## src/rtl/ahb_apb_pkg.sv

```systemverilog
// Shared encodings for the AHB-Lite to APB bridge.
package ahb_apb_pkg;

  typedef enum logic [1:0] {
    HTRANS_IDLE   = 2'b00,
    HTRANS_BUSY   = 2'b01,
    HTRANS_NONSEQ = 2'b10,
    HTRANS_SEQ    = 2'b11
  } htrans_e;

  localparam logic HRESP_OKAY  = 1'b0;
  localparam logic HRESP_ERROR = 1'b1;

  // Largest transfer the 32-bit APB side can carry (word).
  localparam logic [2:0] HSIZE_MAX = 3'b010;

  typedef enum logic [2:0] {
    ST_IDLE,
    ST_WDATA,
    ST_SETUP,
    ST_ACCESS,
    ST_ERR1,
    ST_ERR2
  } bridge_state_e;

endpackage

```

## src/rtl/ahb_lite2apb.sv

```systemverilog
// AHB-Lite slave to APB master bridge: one APB SETUP/ACCESS per AHB transfer.
module ahb_lite2apb
  import ahb_apb_pkg::*;
#(
  parameter int unsigned apb_aw = 32
) (
  input  logic              hclk,
  input  logic              hresetn,
  input  logic [31:0]       haddr,
  input  logic [1:0]        htrans,
  input  logic [2:0]        hsize,
  input  logic              hwrite,
  input  logic [31:0]       hwdata,
  input  logic              hsel,
  input  logic              hready,
  output logic [31:0]       hrdata,
  output logic              hreadyout,
  output logic              hresp,
  output logic [apb_aw-1:0] paddr,
  output logic [31:0]       pwdata,
  output logic              pwrite,
  output logic              psel,
  output logic              penable,
  input  logic [31:0]       prdata,
  input  logic              pready,
  input  logic              pslverr
);

  bridge_state_e     state_q, state_d;
  logic [31:0]       hrdata_d, pwdata_d;
  logic [apb_aw-1:0] paddr_d;
  logic              pwrite_d, hreadyout_d, hresp_d, psel_d, penable_d;
  logic              accept;

  always_ff @(posedge hclk or negedge hresetn) begin
    if (!hresetn) begin
      state_q   <= ST_IDLE;
      hrdata    <= '0;
      pwdata    <= '0;
      paddr     <= '0;
      pwrite    <= 1'b0;
      hreadyout <= 1'b1;
      hresp     <= HRESP_OKAY;
      psel      <= 1'b0;
      penable   <= 1'b0;
    end else begin
      state_q   <= state_d;
      hrdata    <= hrdata_d;
      pwdata    <= pwdata_d;
      paddr     <= paddr_d;
      pwrite    <= pwrite_d;
      hreadyout <= hreadyout_d;
      hresp     <= hresp_d;
      psel      <= psel_d;
      penable   <= penable_d;
    end
  end

  // Next state plus holding registers; bus-phase outputs are decoded from the
  // next state so that they appear registered in the cycle the state is entered.
  always_comb begin
    state_d     = state_q;
    hrdata_d    = hrdata;
    pwdata_d    = pwdata;
    paddr_d     = paddr;
    pwrite_d    = pwrite;
    hreadyout_d = 1'b1;
    hresp_d     = HRESP_OKAY;
    psel_d      = 1'b0;
    penable_d   = 1'b0;
    accept      = hsel & hready &
                  ((htrans == HTRANS_NONSEQ) || (htrans == HTRANS_SEQ));

    case (state_q)
      ST_IDLE, ST_ERR2: begin
        if (accept) begin
          paddr_d  = haddr[apb_aw-1:0];
          pwrite_d = hwrite;
          if (hsize > HSIZE_MAX) state_d = ST_ERR1;
          else if (hwrite)       state_d = ST_WDATA;
          else                   state_d = ST_SETUP;
        end else begin
          state_d = ST_IDLE;
        end
      end
      ST_WDATA: begin
        pwdata_d = hwdata;
        state_d  = ST_SETUP;
      end
      ST_SETUP: state_d = ST_ACCESS;
      ST_ACCESS: begin
        if (pready) begin
          if (pslverr) begin
            state_d = ST_ERR1;
          end else begin
            if (!pwrite) hrdata_d = prdata;
            state_d = ST_IDLE;
          end
        end
      end
      ST_ERR1: state_d = ST_ERR2;
      default: state_d = ST_IDLE;
    endcase

    case (state_d)
      ST_WDATA: hreadyout_d = 1'b0;
      ST_SETUP: begin
        hreadyout_d = 1'b0;
        psel_d      = 1'b1;
      end
      ST_ACCESS: begin
        hreadyout_d = 1'b0;
        psel_d      = 1'b1;
        penable_d   = 1'b1;
      end
      ST_ERR1: begin
        hreadyout_d = 1'b0;
        hresp_d     = HRESP_ERROR;
      end
      ST_ERR2: hresp_d = HRESP_ERROR;
      default: ;
    endcase
  end

endmodule

```

## config.mk

```make
export PLATFORM = sky130hd
export DESIGN_NAME = ahb_lite2apb
export DESIGN_NICKNAME = d
export VERILOG_FILES = /design/src/rtl/ahb_apb_pkg.sv /design/src/rtl/ahb_lite2apb.sv
export SDC_FILE = /design/constraint.sdc
export NUM_CORES = 1
export LEC_CHECK = 0
export BUFFER_PORTS_ARGS = -buffer_cell sky130_fd_sc_hd__buf_2
export CAP_MARGIN = 5
export CORE_MARGIN = 5
export CORE_UTILIZATION = 48
export CTS_CLUSTER_DIAMETER = 120
export DETAILED_ROUTE_END_ITERATION = 8
export PLACE_DENSITY = 0.92
export SLEW_MARGIN = 20
export SYNTH_ARGS = -nofsm -noshare
export SYNTH_HDL_FRONTEND = slang
export SYNTH_SLANG_ARGS = --single-unit
```

## constraint.sdc

```tcl
create_clock -name hclk -period 2.4 [get_ports hclk]
set_input_delay 0.6 -clock hclk [delete_from_list [all_inputs] [get_ports hclk]]
set_output_delay 0.6 -clock hclk [all_outputs]
set_load 0.03 [all_outputs]
```

==> flow_metrics.env <==
export IMPL_status="completed"
export IMPL_ios=209
export IMPL_endpoint_kind="register"
export IMPL_cts_tree="done"
export IMPL_synth_simple_area_share_pct=2.68
export IMPL_io_buffers=207
export IMPL_core_area_um2=8130
export IMPL_clk_latency_ps=340
export IMPL_syn_to_final_growth_pct=35.2
export IMPL_dp_slack_ps=466
export IMPL_fp_row_count=33
export IMPL_synth_seq_area_share_pct=65.7
export IMPL_power_density_nw_per_um2=1570
export IMPL_rsz0062_at_grt="false"
export IMPL_gr_usage_all_layers_pct=18.2
export IMPL_maxCapViolations=0
export IMPL_startpoint_type="register"
export IMPL_tightest_slew_ps=399
export IMPL_fin_util_pct=65.8
export IMPL_totalPowerFinal_mw=8.41
export IMPL_ant_nets=0
export IMPL_hp_class="in2async"
export IMPL_cp_slowest_cell="dfrtp_1"
export IMPL_required_ps=2630
export IMPL_die_x_um=101
export IMPL_relSlewSlack_pct=73.4
export IMPL_leakage_nw=2.70
export IMPL_die_area_um2=10200
export IMPL_final_nets=558
export IMPL_synthCells=235
export IMPL_synth_nets=343
export IMPL_slew_violations=0
export IMPL_num_fill_cells=614
export IMPL_holdBufCountCts=0
export IMPL_ir_drop_uv=888
export IMPL_grt_use_met3_pct=5.88
export IMPL_setup_ws_ps=615
export IMPL_wl_um=9190
export IMPL_start_util_pct=48.7
export IMPL_synth_avg_cell_area_um2=16.9
export IMPL_crit_buf_inv=1
export IMPL_routed_via_density=4.89
export IMPL_clock_sinks=104
export IMPL_gp_congestion=0.794
export IMPL_synth_top_family_by_area="multiplexers"
export IMPL_remaining_drc_errors=0
export IMPL_root_buffer="clkbuf_8"
export IMPL_crit_fanout=27
export IMPL_clockBufferDepth=2
export IMPL_busiest_layer="met2"
export IMPL_diodes=0
export IMPL_use_met1_pct=20.9
export IMPL_drt_iter0_drc=45
export IMPL_grt_pass1_wl_um=14500
export IMPL_slowest_delay_ps=470
export IMPL_period_share_pct=74.4
export IMPL_synth_seq_cells=104
export IMPL_grt_max_degree=54
export IMPL_setup_tns_ps=0
export IMPL_yosys_warnings=0
export IMPL_grt_pass1_vias=3008
export IMPL_num_vias=2735
export IMPL_arrival_ps=2010
export IMPL_fin_skew_ps=6.17
export IMPL_period_minus_slack_ps=1790
export IMPL_routedWlPerCell_um=16.4
export IMPL_path_cells="nand2b_4 > nor4_4 > buf_4 > mux2_2"
export IMPL_hold_viol=0
export IMPL_grt_overflow=0
export IMPL_critPathTopFamily="flip-flops"
export IMPL_setup_viol=0
export IMPL_grtUsageMet2_pct=32.1
export IMPL_synth_mux_area_share_pct=27.6
export IMPL_antenna_found_initial=0
export IMPL_path_clk_slew_ps=100
export IMPL_synth_compound_area_share_pct=1.80
export IMPL_htree_num_levels=3
export IMPL_die_h_um=101
export IMPL_reg2reg_slack_ps=610
export IMPL_syn_area_um2=3960
export IMPL_dpl_hpwl_um=7240
export IMPL_synth_distinct_cells=25
export IMPL_timing_fmax_ghz=0.560
export IMPL_post_cts_buffers=0
export IMPL_path_class="reg2reg"
export IMPL_synth_xor_xnor_area_share_pct=0.221
export IMPL_final_cell_area_um2=5360
export IMPL_cts_buffers_inserted=9
export IMPL_first_pass_iters=4
export IMPL_drive_gt1_share_pct=72.0
export IMPL_synth_fa_ha_area_share_pct=0
export IMPL_post_cts_resized=0
export IMPL_placed_area_um2=5140
==> cell usage in the layout, fill, tap and decap left out <==
cell        count
dfstp_2         1
bufinv_16       2
nor3_4          1
nand2b_4        1
nor3_1          1
o21ai_0         1
nor4_4          1
nand2_1         2
dfrtp_1       103
mux2_1          4
nand4b_2        1
clkinv_4        1
clkinvlp_4      1
mux2_2         93
nor2_1          3
a211o_1         2
a21oi_1         2
nor2_4          1
buf_12          2
o311ai_0        1
a311o_1         1
and2_1          1
buf_2         206
nand3_1         1
a32o_1          2
inv_1           2
buf_4           5
xor2_1          1
clkinv_2        1
clkbuf_8       10
==> report_power, final <==
group          internal, mW  total, mW  switching, mW
sequential             2.64       3.09          0.455
combinational          1.50       4.15           2.65
clock                 0.611       1.17          0.559
==> layout make-up <==
class                           instances  area, um2  share of cell area, %
Inverter                                2       7.51                  0.140
Clock inverter                          5       81.3                   1.52
Multi-Input combinational cell        120       1280                   24.0
Clock buffer                           10        138                   2.57
Sequential cell                       104       2600                   48.6
Timing Repair Buffer                  213       1110                   20.7
Tap cell                              105        131                   2.45
==> routing by layer <==
layer	vias up	wire length (um)
met5	-	0
met4	0	95
met3	8	965
met2	126	4830
met1	1338	3300
li1	1263	-
==> sequential cells by signal (all words and copies together) (netlist names) <==
name	flops
pwdata	32
state_q	3
paddr	32
hreadyout	1
psel	1
hresp	1
pwrite	1
hrdata	32
penable	1
==> through the flow <==
stage,hold slack [ps],cells
after floorplan,304,235
after global placement,464,544
after detailed placement,477,544
after CTS,150,559
after global routing,161,559
final,156,559
==> cell usage after synthesis <==
cell | count | area share [%]
a211o_1 | 2 | 0.44
buf_6 | 3 | 0.85
a311o_1 | 1 | 0.25
o21ai_0 | 1 | 0.13
dfrtp_1 | 103 | 65
nor3_1 | 1 | 0.13
inv_1 | 2 | 0.19
nand2_1 | 2 | 0.19
buf_4 | 3 | 0.57
mux2_1 | 4 | 1.1
xor2_1 | 1 | 0.22
nor2_4 | 1 | 0.28
a32o_1 | 2 | 0.51
o311ai_0 | 1 | 0.22
dfstp_2 | 1 | 0.66
nand2b_4 | 1 | 0.35
nand4b_2 | 1 | 0.38
nand3_1 | 1 | 0.13
nor2_1 | 3 | 0.28
mux2_2 | 93 | 26
nor4_4 | 1 | 0.54
buf_2 | 3 | 0.38
and2_1 | 1 | 0.16
a21oi_1 | 2 | 0.25
nor3_2 | 1 | 0.25
==> kinds of logic (layout without fill, tap and decap cells) <==
group	count (synthesis)	count (layout)
DFF	104	104
muxes	97	97
and+or+nand+nor	13	13
buffers and inverters	11	230
AOI/OAI and AO/OA	9	9
xor gates and xnor gates	1	1
==> path summary, 6_finish.rpt <==
| check | from | end | cells after the start |
|---|---|---|---|
| worst max-delay path | state_q[2]$_DFF_PN0_ | hrdata[21]$_DFFE_PN0P_ | 4 |
| worst min-delay path | hresetn | hrdata[25]$_DFFE_PN0P_ | 1 |
| worst max register to register | state_q[2]$_DFF_PN0_ | hrdata[21]$_DFFE_PN0P_ | 4 |
| worst min register to register | pwdata[5]$_DFFE_PN0P_ | pwdata[5]$_DFFE_PN0P_ | 1 |
| max in group asynchronous | hresetn | hreadyout$_DFF_PN1_ | 2 |
| min in group hclk | hwdata[30] | pwdata[30]$_DFFE_PN0P_ | 2 |
(Power assumes the default switching activity.)
